## src/rtl/oled_text_scheduler.sv

```systemverilog
// oled_text_scheduler: round-robin arbiter between the status message and the
// error count, streaming each 3-char string as a 24x8 RGB565 window.
module oled_text_scheduler #(
    parameter logic [15:0] FG_COLOR = 16'hFFFF,
    parameter logic [15:0] BG_COLOR = 16'h0000,
    parameter logic [6:0]  MSG_COL  = 7'd0,
    parameter logic [5:0]  MSG_ROW  = 6'd0,
    parameter logic [6:0]  CNT_COL  = 7'd0,
    parameter logic [5:0]  CNT_ROW  = 6'd16
) (
    input  logic        clk,
    input  logic        rst,
    input  logic        msg_req,
    input  logic        msg_sel,
    input  logic        cnt_req,
    input  logic [9:0]  cnt_val,
    output logic        msg_ack,
    output logic        cnt_ack,
    output logic        busy,
    output logic [3:0]  glyph_code,
    output logic [2:0]  glyph_row,
    input  logic [7:0]  glyph_bits,
    output logic        win_valid,
    input  logic        win_ready,
    output logic [6:0]  win_col,
    output logic [5:0]  win_row,
    output logic        pix_valid,
    input  logic        pix_ready,
    output logic [15:0] pix_data,
    output logic        pix_last,
    output logic        done
);

    typedef enum logic [2:0] {
        S_IDLE,
        S_CONV,
        S_WIN,
        S_PIX,
        S_DONE
    } state_t;

    localparam logic [3:0] CH_G  = 4'd10;
    localparam logic [3:0] CH_O  = 4'd11;
    localparam logic [3:0] CH_SP = 4'd12;
    localparam logic [3:0] CH_E  = 4'd13;
    localparam logic [3:0] CH_R  = 4'd14;
    localparam logic [3:0] CH_S  = 4'd15;

    state_t      state;
    logic        rr_cnt;
    logic        grant_msg;
    logic        grant_cnt;
    logic [9:0]  cnt_sat;
    logic [9:0]  bin_q;
    logic [10:0] bcd_q;
    logic [11:0] bcd_next;
    logic [3:0]  units_adj;
    logic [3:0]  tens_adj;
    logic [3:0]  conv_cnt;
    logic [3:0]  dig_h;
    logic [3:0]  dig_t;
    logic [3:0]  dig_u;
    logic [3:0]  ch0;
    logic [3:0]  ch1;
    logic [3:0]  ch2;
    logic [3:0]  cur_code;
    logic [2:0]  row_q;
    logic [1:0]  chr_q;
    logic [2:0]  col_q;
    logic        last_pix;

    assign cnt_sat = (cnt_val > 10'd999) ? 10'd999 : cnt_val;

    // Acceptance: lone request wins, otherwise the side not served last.
    always_comb begin
        grant_msg = 1'b0;
        grant_cnt = 1'b0;
        if (state == S_IDLE && !rst) begin
            if (msg_req && (!cnt_req || !rr_cnt)) begin
                grant_msg = 1'b1;
            end else if (cnt_req) begin
                grant_cnt = 1'b1;
            end
        end
    end

    assign msg_ack = grant_msg;
    assign cnt_ack = grant_cnt;

    // One double-dabble step; hundreds stays below 5 before its final shift.
    always_comb begin
        units_adj = bcd_q[3:0];
        tens_adj  = bcd_q[7:4];
        if (bcd_q[3:0] >= 4'd5) begin
            units_adj = bcd_q[3:0] + 4'd3;
        end
        if (bcd_q[7:4] >= 4'd5) begin
            tens_adj = bcd_q[7:4] + 4'd3;
        end
        bcd_next = {bcd_q[10:8], tens_adj, units_adj, bin_q[9]};
    end

    assign dig_h = bcd_next[11:8];
    assign dig_t = bcd_next[7:4];
    assign dig_u = bcd_next[3:0];

    // Character of the column group currently being streamed.
    always_comb begin
        cur_code = ch0;
        if (chr_q == 2'd1) begin
            cur_code = ch1;
        end else if (chr_q == 2'd2) begin
            cur_code = ch2;
        end
    end

    assign last_pix   = (row_q == 3'd7) && (chr_q == 2'd2) && (col_q == 3'd7);
    assign glyph_code = pix_valid ? cur_code : 4'd0;
    assign glyph_row  = pix_valid ? row_q : 3'd0;
    assign pix_last   = pix_valid && last_pix;
    assign pix_data   = !pix_valid ? 16'd0 :
                        (glyph_bits[col_q] ? FG_COLOR : BG_COLOR);

    // Main sequencer: arbitration, conversion, window and pixel streaming.
    always_ff @(posedge clk or posedge rst) begin
        if (rst) begin
            state     <= S_IDLE;
            rr_cnt    <= 1'b0;
            busy      <= 1'b0;
            win_valid <= 1'b0;
            pix_valid <= 1'b0;
            done      <= 1'b0;
            win_col   <= 7'd0;
            win_row   <= 6'd0;
            bin_q     <= 10'd0;
            bcd_q     <= 11'd0;
            conv_cnt  <= 4'd0;
            ch0       <= 4'd0;
            ch1       <= 4'd0;
            ch2       <= 4'd0;
            row_q     <= 3'd0;
            chr_q     <= 2'd0;
            col_q     <= 3'd0;
        end else begin
            unique case (state)
                S_IDLE: begin
                    if (grant_msg) begin
                        ch0       <= msg_sel ? CH_E : CH_G;
                        ch1       <= msg_sel ? CH_R : CH_O;
                        ch2       <= msg_sel ? CH_S : CH_SP;
                        win_col   <= MSG_COL;
                        win_row   <= MSG_ROW;
                        rr_cnt    <= 1'b1;
                        busy      <= 1'b1;
                        win_valid <= 1'b1;
                        state     <= S_WIN;
                    end else if (grant_cnt) begin
                        bin_q    <= cnt_sat;
                        bcd_q    <= 11'd0;
                        conv_cnt <= 4'd0;
                        win_col  <= CNT_COL;
                        win_row  <= CNT_ROW;
                        rr_cnt   <= 1'b0;
                        busy     <= 1'b1;
                        state    <= S_CONV;
                    end
                end
                S_CONV: begin
                    bin_q    <= {bin_q[8:0], 1'b0};
                    bcd_q    <= bcd_next[10:0];
                    conv_cnt <= conv_cnt + 4'd1;
                    if (conv_cnt == 4'd9) begin
                        ch0 <= (dig_h == 4'd0) ? CH_SP : dig_h;
                        ch1 <= (dig_h == 4'd0 && dig_t == 4'd0) ? CH_SP : dig_t;
                        ch2 <= dig_u;
                        win_valid <= 1'b1;
                        state     <= S_WIN;
                    end
                end
                S_WIN: begin
                    if (win_ready) begin
                        win_valid <= 1'b0;
                        pix_valid <= 1'b1;
                        row_q     <= 3'd0;
                        chr_q     <= 2'd0;
                        col_q     <= 3'd0;
                        state     <= S_PIX;
                    end
                end
                S_PIX: begin
                    if (pix_ready) begin
                        if (col_q != 3'd7) begin
                            col_q <= col_q + 3'd1;
                        end else begin
                            col_q <= 3'd0;
                            if (chr_q != 2'd2) begin
                                chr_q <= chr_q + 2'd1;
                            end else begin
                                chr_q <= 2'd0;
                                row_q <= row_q + 3'd1;
                            end
                        end
                        if (last_pix) begin
                            pix_valid <= 1'b0;
                            done      <= 1'b1;
                            state     <= S_DONE;
                        end
                    end
                end
                S_DONE: begin
                    done  <= 1'b0;
                    busy  <= 1'b0;
                    state <= S_IDLE;
                end
                default: begin
                    state <= S_IDLE;
                end
            endcase
        end
    end

endmodule

```

## config.mk

```make
export PLATFORM = sky130hd
export DESIGN_NAME = oled_text_scheduler
export DESIGN_NICKNAME = d
export VERILOG_FILES = /design/src/rtl/oled_text_scheduler.sv
export SDC_FILE = /design/constraint.sdc
export NUM_CORES = 1
export LEC_CHECK = 0
export BUFFER_PORTS_ARGS = -buffer_cell sky130_fd_sc_hd__buf_2
export CAP_MARGIN = 0
export CORE_MARGIN = 2
export CORE_UTILIZATION = 55
export DETAILED_ROUTE_END_ITERATION = 16
export PLACE_DENSITY_LB_ADDON = 0.1
export RECOVER_POWER = 25
export REMOVE_ABC_BUFFERS = 1
export SLEW_MARGIN = 20
export SYNTH_ARGS = -nofsm -noshare
export SYNTH_HDL_FRONTEND = slang
export SYNTH_SLANG_ARGS = --single-unit
```

## constraint.sdc

```tcl
create_clock -name clk -period 4.63 [get_ports clk]
set_clock_uncertainty 0.1 [all_clocks]
set_input_delay 0.6945 -clock clk [delete_from_list [all_inputs] [get_ports clk]]
set_output_delay 0.6945 -clock clk [all_outputs]
set_load 0.02 [all_outputs]
```

==> results.yml, run 1 <==
clocking:
  clk_latency_ns: 0.31
  clockBufferDepth: 2
  post_cts.repair.setup_buffers: 0
  htree_num_levels: 2
  postCtsHoldBufs: 0
  cts_inserted_buffers: 5
  clkTransAtPathRegs_ns: 0.09
  root_buffer: "clkbuf_8"
  clock-sinks: 54
  post_cts_resize_count: 0
  cts_tree: "yes"
detailed_routing:
  post_drt_wl_per_cell_microns: 13.9
  first_iter_violations: 164
  drc_errors: 0
  ant_nets: 0
  firstDrtPassIters: 4
  dr_total_vias: 2518
  routed_wirelength_mm: 6.33
  vias_per_cell: 5.53
floorplan:
  core_sq_um: 5510
  die-area_sq_um: 6340
  start_util_pct: 57.1
  die_x_microns: 79.6
  pin_count: 68
  rows: 27
  die_h_microns: 79.6
yosys:
  async_reset_ff_share_pct: 100
  synth_top_area_share_pct: 43.0
  synth-edff-count: 0
  synth_warnings: 0
  synth_cell_types: 47
  netlist_top_cells_area: "dfrtp_1, buf_4, nand2_1"
  netlist.top_cell.by_area: "dfrtp_1"
  ys_seq_area_share_pct: 43.0
  synth-seq-cells: 54
  avgSynthCellArea_sq_um: 8.96
  synth_ff_type: "dfrtp_1"
  yosysMostFrequentCell: "dfrtp_1"
  syn_area_sq_um: 3140
  synth_commonest_cells: "dfrtp_1, nand2_1, nor2_1"
  syn_inst: 351
sta:
  final-hold-violation-count: 0
  rsz0062_at_grt: "no"
  slew_violations: 0
  tightest_slew_ns: 0.745
  max_freq_ghz: 0.310
  slew_headroom_pct: 50.3
  period_needed_ns: 3.23
  setup_viol: 0
  fin_crit_sh_pct: 69.8
cells_and_area:
  nNetsFinal: 417
  utilization_pct: 60.8
  num_antenna_cells: 0
  fin_area_sq_um: 3350
  layout.cells.non_filler: 455
  area_growth_pct: 6.45
  fillers: 499
  drive_above_1_share_pct: 18.3
critical_path:
  arrival_ns: 2.44
  crit_path_max_fanout: 20
  cp-end-kind: "primary output"
  start_kind: "flip-flop"
  reg2reg_depth: 6
  required_ns: 3.84
  critPathKind: "flip-flop to primary output"
place:
  gp_congestion: 0.792
  portBuffers: 55
  dp_hpwl_mm: 4.67
  place_inst: 447
  placed_area_sq_um: 3240
run:
  cap_violations: 0
min_path:
  whs_path_depth: 2
  hp-class: "flip-flop to flip-flop"
global_routing:
  antenna_found_initial: 0
  grt_max_degree: 56
  grt.total_usage_pct: 21.4
  grt_pass1_wl_mm: 10.8
  grt_overflow: 0
  grt_pass1_vias: 2310
pwr:
  pwr_density_cell_nw_per_um2: 645
  leakage_nw: 1.59
  finalPower_mw: 2.16
  vdd_drop_max_uv: 322
run_status:
  status: "finished, final reports clean"
==> layer usage <==
| metal | GRT usage (%) | vias to the layer above | share of wire, % |
|---|---|---|---|
| met2 | 36.1 | 83 | 48 |
| met4 | 6.21 | 0 | 1.6 |
| met3 | 4.07 | 10 | 6.2 |
| met5 | 0 | - | 0 |
| li1 | - | 1246 | - |
| met1 | 28.1 | 1179 | 45 |
==> critical path: stages, from the launching register on <==
cell and delay, ns:
dfrtp_1 0.70, nor4_2 0.13, nand3_1 0.44, clkinv_1 0.54
buf_2 0.32
==> report_power, final <==
group	internal, mW	switching, mW
sequential	0.660	0.179
clock	0.162	0.147
combinational	0.380	0.628
total	1.20	0.955
==> layout make-up <==
| cell class | instances | area, sq um | area share, % |
|---|---|---|---|
| sequential | 54 | 1350 | 40.4 |
| multi-input combinational | 252 | 1470 | 43.9 |
| tap | 72 | 90.1 | 2.69 |
| clock inverter | 1 | 30.0 | 0.897 |
| inverter | 13 | 48.8 | 1.46 |
| clock buffer | 7 | 76.3 | 2.28 |
| timing repair buffer | 56 | 282 | 8.41 |
==> state kept, by name, indices dropped and copies added, names as in the netlist <==
register and cells:
chr_q 2, pix_valid 1, col_q 3, bcd_q 11, conv_cnt 4, win_row 1, state 3, win_valid 1
row_q 3, ch0 4, done 1, rr_cnt 1, ch1 4, ch2 4, bin_q 10, busy 1
==> kinds of logic (layout without fill, tap and decap cells) <==
kind of cell,count (synthesis),count (layout),share of synthesized area (%)
other,1,12,0.119
buffers and inverters,56,77,11.6
multiplexers,7,7,3.10
XOR/XNOR,4,4,1.11
adder cells (fa/ha/maj),10,10,3.98
flip-flops,54,54,43.0
AND/OR/NAND/NOR,129,129,19.5
AO/OA/AOI/OAI,90,90,17.6
==> cells in the final DEF, fill, tap and decap left out, types with 4 or more instances in the layout <==
| cell type | Yosys | routed |
|---|---|---|
| a31oi_1 | 10 | 10 |
| o22ai_1 | 4 | 4 |
| nor3_1 | 8 | 8 |
| nand4_1 | 4 | 4 |
| nand2_1 | 50 | 50 |
| inv_1 | 12 | 11 |
| ha_1 | 10 | 10 |
| nor2_1 | 33 | 33 |
| clkbuf_8 | 0 | 5 |
| conb_1 | 1 | 12 |
| nand2b_1 | 4 | 4 |
| a211oi_1 | 5 | 5 |
| a22oi_1 | 4 | 4 |
| nor3b_1 | 5 | 5 |
| dfrtp_1 | 54 | 54 |
| buf_2 | 3 | 54 |
| nand3_1 | 8 | 8 |
| o21ai_0 | 28 | 28 |
| a21oi_1 | 22 | 22 |
| and2_1 | 4 | 4 |
| a22o_1 | 7 | 7 |
==> path summary, 6_finish.rpt <==
kind	start	endpoint	slack [ns]
max in group asynchronous	rst	bcd_q[0]	3.51
min in group asynchronous	rst	done	0.47
min	bin_q[1]	bin_q[1]	0.39
max	state[0]	cnt_ack	1.40
min reg2reg	bin_q[1]	bin_q[1]	0.39
max reg2reg	state[0]	bcd_q[3]	1.83
==> through the flow <==
step	TNS (ns)	worst slack [ns]	hold slack, ns
2_1_floorplan	-26.95	-1.68	0.345
3_3_place_gp	0	1.72	0.363
3_5_place_dp	0	1.68	0.371
4_1_cts	0	1.40	0.393
5_1_grt	0	1.16	0.409
6_report	0	1.40	0.391
Power figures use the tool's default switching activity.
==> run 2, diff against run 1 <==
==> constraint.sdc (replaced) <==
create_clock -name clk -period 3.1 [get_ports clk]
set_clock_uncertainty 0.1 [all_clocks]
set_input_delay 0.465 -clock clk [delete_from_list [all_inputs] [get_ports clk]]
set_output_delay 0.465 -clock clk [all_outputs]
set_load 0.02 [all_outputs]
==> run 2 against run 1 <==
Non-clock buffer count increased by 3; routed wire length decreased by 0.90%; die area unchanged; sequential power increased by 50%; register-to-register slack got worse by 1.2 ns; power increased by 46%; first-iteration DRC count decreased by 34%; via count decreased by 0.24%; largest power group unchanged; highest routed layer unchanged.
==> results.yml, run 2 (synthesized netlist as in run 1, its figures left out) <==
min_path:
  whs_endpoint: "bin_q[3]"
  hold_start: "cnt_val[3]"
  hp-class: "input port to flip-flop"
  whs_path_depth: 3
clocking:
  clkTransAtPathRegs_ns: 0.09
  cts_tree: "yes"
  clockBufferDepth: 2
  htree_num_levels: 2
  clk_latency_ns: 0.30
  post_cts.repair.setup_buffers: 0
  clock-sinks: 54
  cts_inserted_buffers: 5
  post_cts_resize_count: 0
  root_buffer: "clkbuf_8"
  postCtsHoldBufs: 0
detailed_routing:
  ant_nets: 0
  dr.max_layer_used: "met4"
  first_iter_violations: 108
  routed_wirelength_mm: 6.27
  route.met3.wl_microns: 307
  wl_met1_mm: 2.87
  dr_total_vias: 2512
  wl_met2_mm: 3.05
  drc_errors: 0
  vias_per_cell: 5.50
  post_drt_wl_per_cell_microns: 13.7
  firstDrtPassIters: 4
place:
  gp_congestion: 0.799
  portBuffers: 55
  placed_area_sq_um: 3260
  dp_hpwl_mm: 4.69
cells_and_area:
  area_growth_pct: 6.21
  nNetsFinal: 420
  most-common-layout-cells: "dfrtp_1, buf_2, nand2_1"
  fin_area_sq_um: 3340
  top_register: "bcd_q"
  layout_top_registers: "bcd_q (11), bin_q (10)"
  drive_above_1_share_pct: 19.2
  largest_reg_flops: 11
  num_antenna_cells: 0
pwr:
  finalPower_mw: 3.14
  leakage_nw: 1.60
  comb_power_share_pct: 48.5
  switchingPower_mw: 1.42
  pwr_density_cell_nw_per_um2: 941
  clockPowerShare_pct: 11.6
  seqPwrFrac_pct: 40.0
  internal_power_mw: 1.72
  swShare_pct: 45.3
  vdd_drop_max_uv: 416
sta:
  fin_crit_sh_pct: 85.8
  final-hold-violation-count: 0
  tightest_slew_ns: 1.31
  slew_headroom_pct: 12.8
  setup_viol: 0
  max_freq_ghz: 0.376
  rsz0062_at_grt: "no"
  period_needed_ns: 2.66
  slew_violations: 0
critical_path:
  critPathKind: "flip-flop to primary output"
  required_ns: 2.53
  start_kind: "flip-flop"
  arrival_ns: 2.09
  crit_path_max_fanout: 16
  timing.rr.start: "state[0]"
  reg2reg_depth: 5
  r2r_slack_ns: 0.65
  cp-end-kind: "primary output"
  r2r-end: "ch1[3]"
floorplan:
  rows: 27
  die-area_sq_um: 6340
  core_sq_um: 5510
  pin_count: 68
  die_x_microns: 79.6
  start_util_pct: 57.1
  die_h_microns: 79.6
global_routing:
  grt_max_degree: 55
  grt_pass1_vias: 2430
  grt_pass1_wl_mm: 11.0
  antenna_found_initial: 0
  grt.total_usage_pct: 22.1
  grt_overflow: 0
run_status:
  status: "finished, final reports clean"
run:
  cap_violations: 0
-- run 2: changes by cell type in the layout (fill, tap and decap cells not counted), sizes merged --
cell	delta
bufinv	-1
clkinv	+1
inv	+1
clkbuf	-1
buf	+2
-- run 2: worst max path at each step --
stage	to	startpoint	cells past startpoint
floorplan	pix_data[0]	col_q[0]	3
global placement	ch1[3]	state[0]	5
detailed placement	ch1[3]	state[0]	5
CTS	pix_data[8]	col_q[0]	4
global route	pix_data[15]	col_q[0]	4
finish	pix_data[8]	col_q[0]	4
-- run 2: power by group through the flow --
stage	clock (mW)	combinational, mW	sequential (mW)
final	0.364	1.52	1.26
after global routing	0.405	1.74	1.30
after CTS	0.375	1.54	1.25
after detailed placement	0	1.54	1.27
after global placement	0	1.50	1.26
after floorplan	0	1.10	1.23
-- run 2: per-stage QoR --
| stage | hold slack (ns) | instances | TNS, ns | worst slack [ns] | utilization (%) |
|---|---|---|---|---|---|
| 2_1_floorplan | 0.345 | 319 | -45.57 | -2.85 | - |
| 3_3_place_gp | 0.366 | 450 | 0 | 0.729 | 59.3 |
| 3_5_place_dp | 0.369 | 450 | 0 | 0.656 | 59.3 |
| 4_1_cts | 0.286 | 457 | 0 | 0.398 | 60.7 |
| 5_1_grt | 0.316 | 457 | 0 | 0.221 | 60.6 |
| 6_report | 0.303 | 457 | 0 | 0.441 | 60.6 |
-- run 2: layout make-up --
type | instances | area [sq um]
clock buffer | 5 | 68.8
fill | 491 | 2170
multi-input combinational | 252 | 1470
clock inverter | 2 | 10.0
inverter | 13 | 48.8
timing repair buffer | 59 | 302
sequential | 54 | 1350
tap | 72 | 90.1
-- run 2: routing by layer --
metal  GRT usage (%)  vias to the layer above
li1                -                     1253
met1            28.0                     1190
met2            38.3                       65
met3            4.64                        4
met4            5.69                        0
met5               0                        -
-- run 2: critical path, cell delays in order (launching register included) --
cell and delay, ns:
dfrtp_1 0.47, mux4_2 0.37, nand2_1 0.05, a21oi_1 0.60
buf_2 0.29
==> run 3, diff against run 2 <==
--- a/config.mk
+++ b/config.mk
@@ -7,10 +7,11 @@
 export LEC_CHECK = 0
 export BUFFER_PORTS_ARGS = -buffer_cell sky130_fd_sc_hd__buf_2
 export CAP_MARGIN = 0
-export CORE_MARGIN = 2
+export CORE_ASPECT_RATIO = 0.8
+export CORE_MARGIN = 5
 export CORE_UTILIZATION = 55
 export DETAILED_ROUTE_END_ITERATION = 16
-export PLACE_DENSITY_LB_ADDON = 0.1
+export PLACE_DENSITY_LB_ADDON = 0.25
 export RECOVER_POWER = 25
 export REMOVE_ABC_BUFFERS = 1
 export SLEW_MARGIN = 20
==> run 3 against run 2 <==
Register-to-register slack better by 0.11 ns; routed wire length up 6.9%; global-route usage down 3.6 points; core utilization up 0.97 points; maximum frequency down 0.32%; largest cell class unchanged; largest power group unchanged.
==> results.yml, run 3 (synthesized netlist as in run 1, its figures left out) <==
floorplan:
  die_h_microns: 77.6
  pin_count: 68
  die-area_sq_um: 7340
  core_sq_um: 5500
  die_x_microns: 94.5
  start_util_pct: 57.2
  rows: 24
critical_path:
  required_ns: 2.53
  r2r-end: "ch1[2]"
  crit_path_max_fanout: 16
  critPathKind: "flip-flop to primary output"
  timing.rr.start: "state[0]"
  crit_end: "pix_data[14]"
  crit_start: "col_q[0]"
  cp-end-kind: "primary output"
  start_kind: "flip-flop"
  arrival_ns: 2.10
  reg2reg_depth: 6
  r2r_slack_ns: 0.76
sta:
  slew_headroom_pct: 11.8
  holdWs_ns: 0.301
  rsz0062_at_grt: "no"
  max_freq_ghz: 0.375
  tightest_slew_ns: 1.32
  slew_violations: 0
  fin_crit_sh_pct: 86.1
  setup_viol: 0
  setup_slack_ns: 0.432
  period_needed_ns: 2.67
  final-hold-violation-count: 0
cells_and_area:
  top_register: "bcd_q"
  area_growth_pct: 7.68
  most-common-layout-cells: "dfrtp_1, buf_2, nand2_1"
  num_antenna_cells: 0
  nNetsFinal: 421
  layout_top_registers: "bcd_q (11), bin_q (10)"
  drive_above_1_share_pct: 19.6
  largest_reg_flops: 11
clocking:
  post_cts_resize_count: 0
  post_cts.repair.setup_buffers: 0
  root_buffer: "clkbuf_8"
  clock-sinks: 54
  clockBufferDepth: 2
  htree_num_levels: 2
  cts_inserted_buffers: 5
  clkTransAtPathRegs_ns: 0.09
  clk_latency_ns: 0.30
  postCtsHoldBufs: 0
  cts_tree: "yes"
run_status:
  status: "finished, final reports clean"
pwr:
  pwr_density_cell_nw_per_um2: 959
  vdd_drop_max_uv: 450
  finalPower_mw: 3.25
  leakage_nw: 1.62
place:
  dp_hpwl_mm: 4.88
  portBuffers: 55
  dpl_worst_slack_ns: 0.749
  gp_congestion: 0.846
detailed_routing:
  ant_nets: 0
  drc_errors: 0
  firstDrtPassIters: 4
  first_iter_violations: 122
  vias_per_cell: 5.54
  post_drt_wl_per_cell_microns: 14.4
  routed_wirelength_mm: 6.70
  dr_total_vias: 2577
global_routing:
  antenna_found_initial: 0
  grt_pass1_vias: 2278
  grt_max_degree: 55
  grt_pass1_wl_mm: 11.0
  grt_overflow: 0
  grt.total_usage_pct: 18.5
run:
  cap_violations: 0
min_path:
  whs_path_depth: 3
  hp-class: "input port to flip-flop"
-- run 3: changes by cell type in the layout (fill, tap and decap cells not counted) --
cell      previous run  this run
buf_4                3         4
clkbuf_8             5         8
clkinv_2             2         0
-- run 3: metal layers --
metal	GRT usage [%]	routed length, microns	up-vias
li1	-	-	1251
met1	26.9	3190	1222
met2	28.1	2950	92
met3	3.77	452	12
met4	5.48	112	0
met5	0	0	-
-- run 3: final cells by class --
| class | count | area (sq um) |
|---|---|---|
| fillers | 479 | 2110 |
| multi-input cells | 252 | 1470 |
| flip-flops and latches | 54 | 1350 |
| repair buffers | 60 | 309 |
| clock buffers | 8 | 110 |
| well taps | 78 | 97.6 |
| inverters | 13 | 48.8 |
-- run 3: power breakdown --
group          switching (mW)  internal, mW
Combinational           0.988         0.589
Sequential              0.237         0.986
Clock                   0.222         0.226
-- run 3: worst min-delay path by stage --
stage                    start    endpoint  slack (ns)
finish              cnt_val[0]    bin_q[0]        0.30
global route        cnt_val[0]    bin_q[0]        0.29
CTS                        rst  win_row[4]        0.28
detailed placement      ch1[0]      ch1[0]        0.37
global placement        ch1[0]      ch1[0]        0.36
floorplan             bin_q[2]    bin_q[2]        0.34
-- run 3: metrics by stage --
stage	setup TNS, ns	util [%]	area [sq um]	cells
floorplan	-45.57	-	2870	319
global placement	0	59.7	3280	457
detailed placement	0	59.7	3280	457
CTS	0	61.7	3390	465
global route	0	61.6	3390	465
finish	0	61.6	3390	465
-- run 3: worst max-delay path: stages, from the launching register on --
cell	delay, ns
dfrtp_1	0.47
mux4_2	0.36
nand2_1	0.05
a21oi_1	0.62
buf_2	0.30
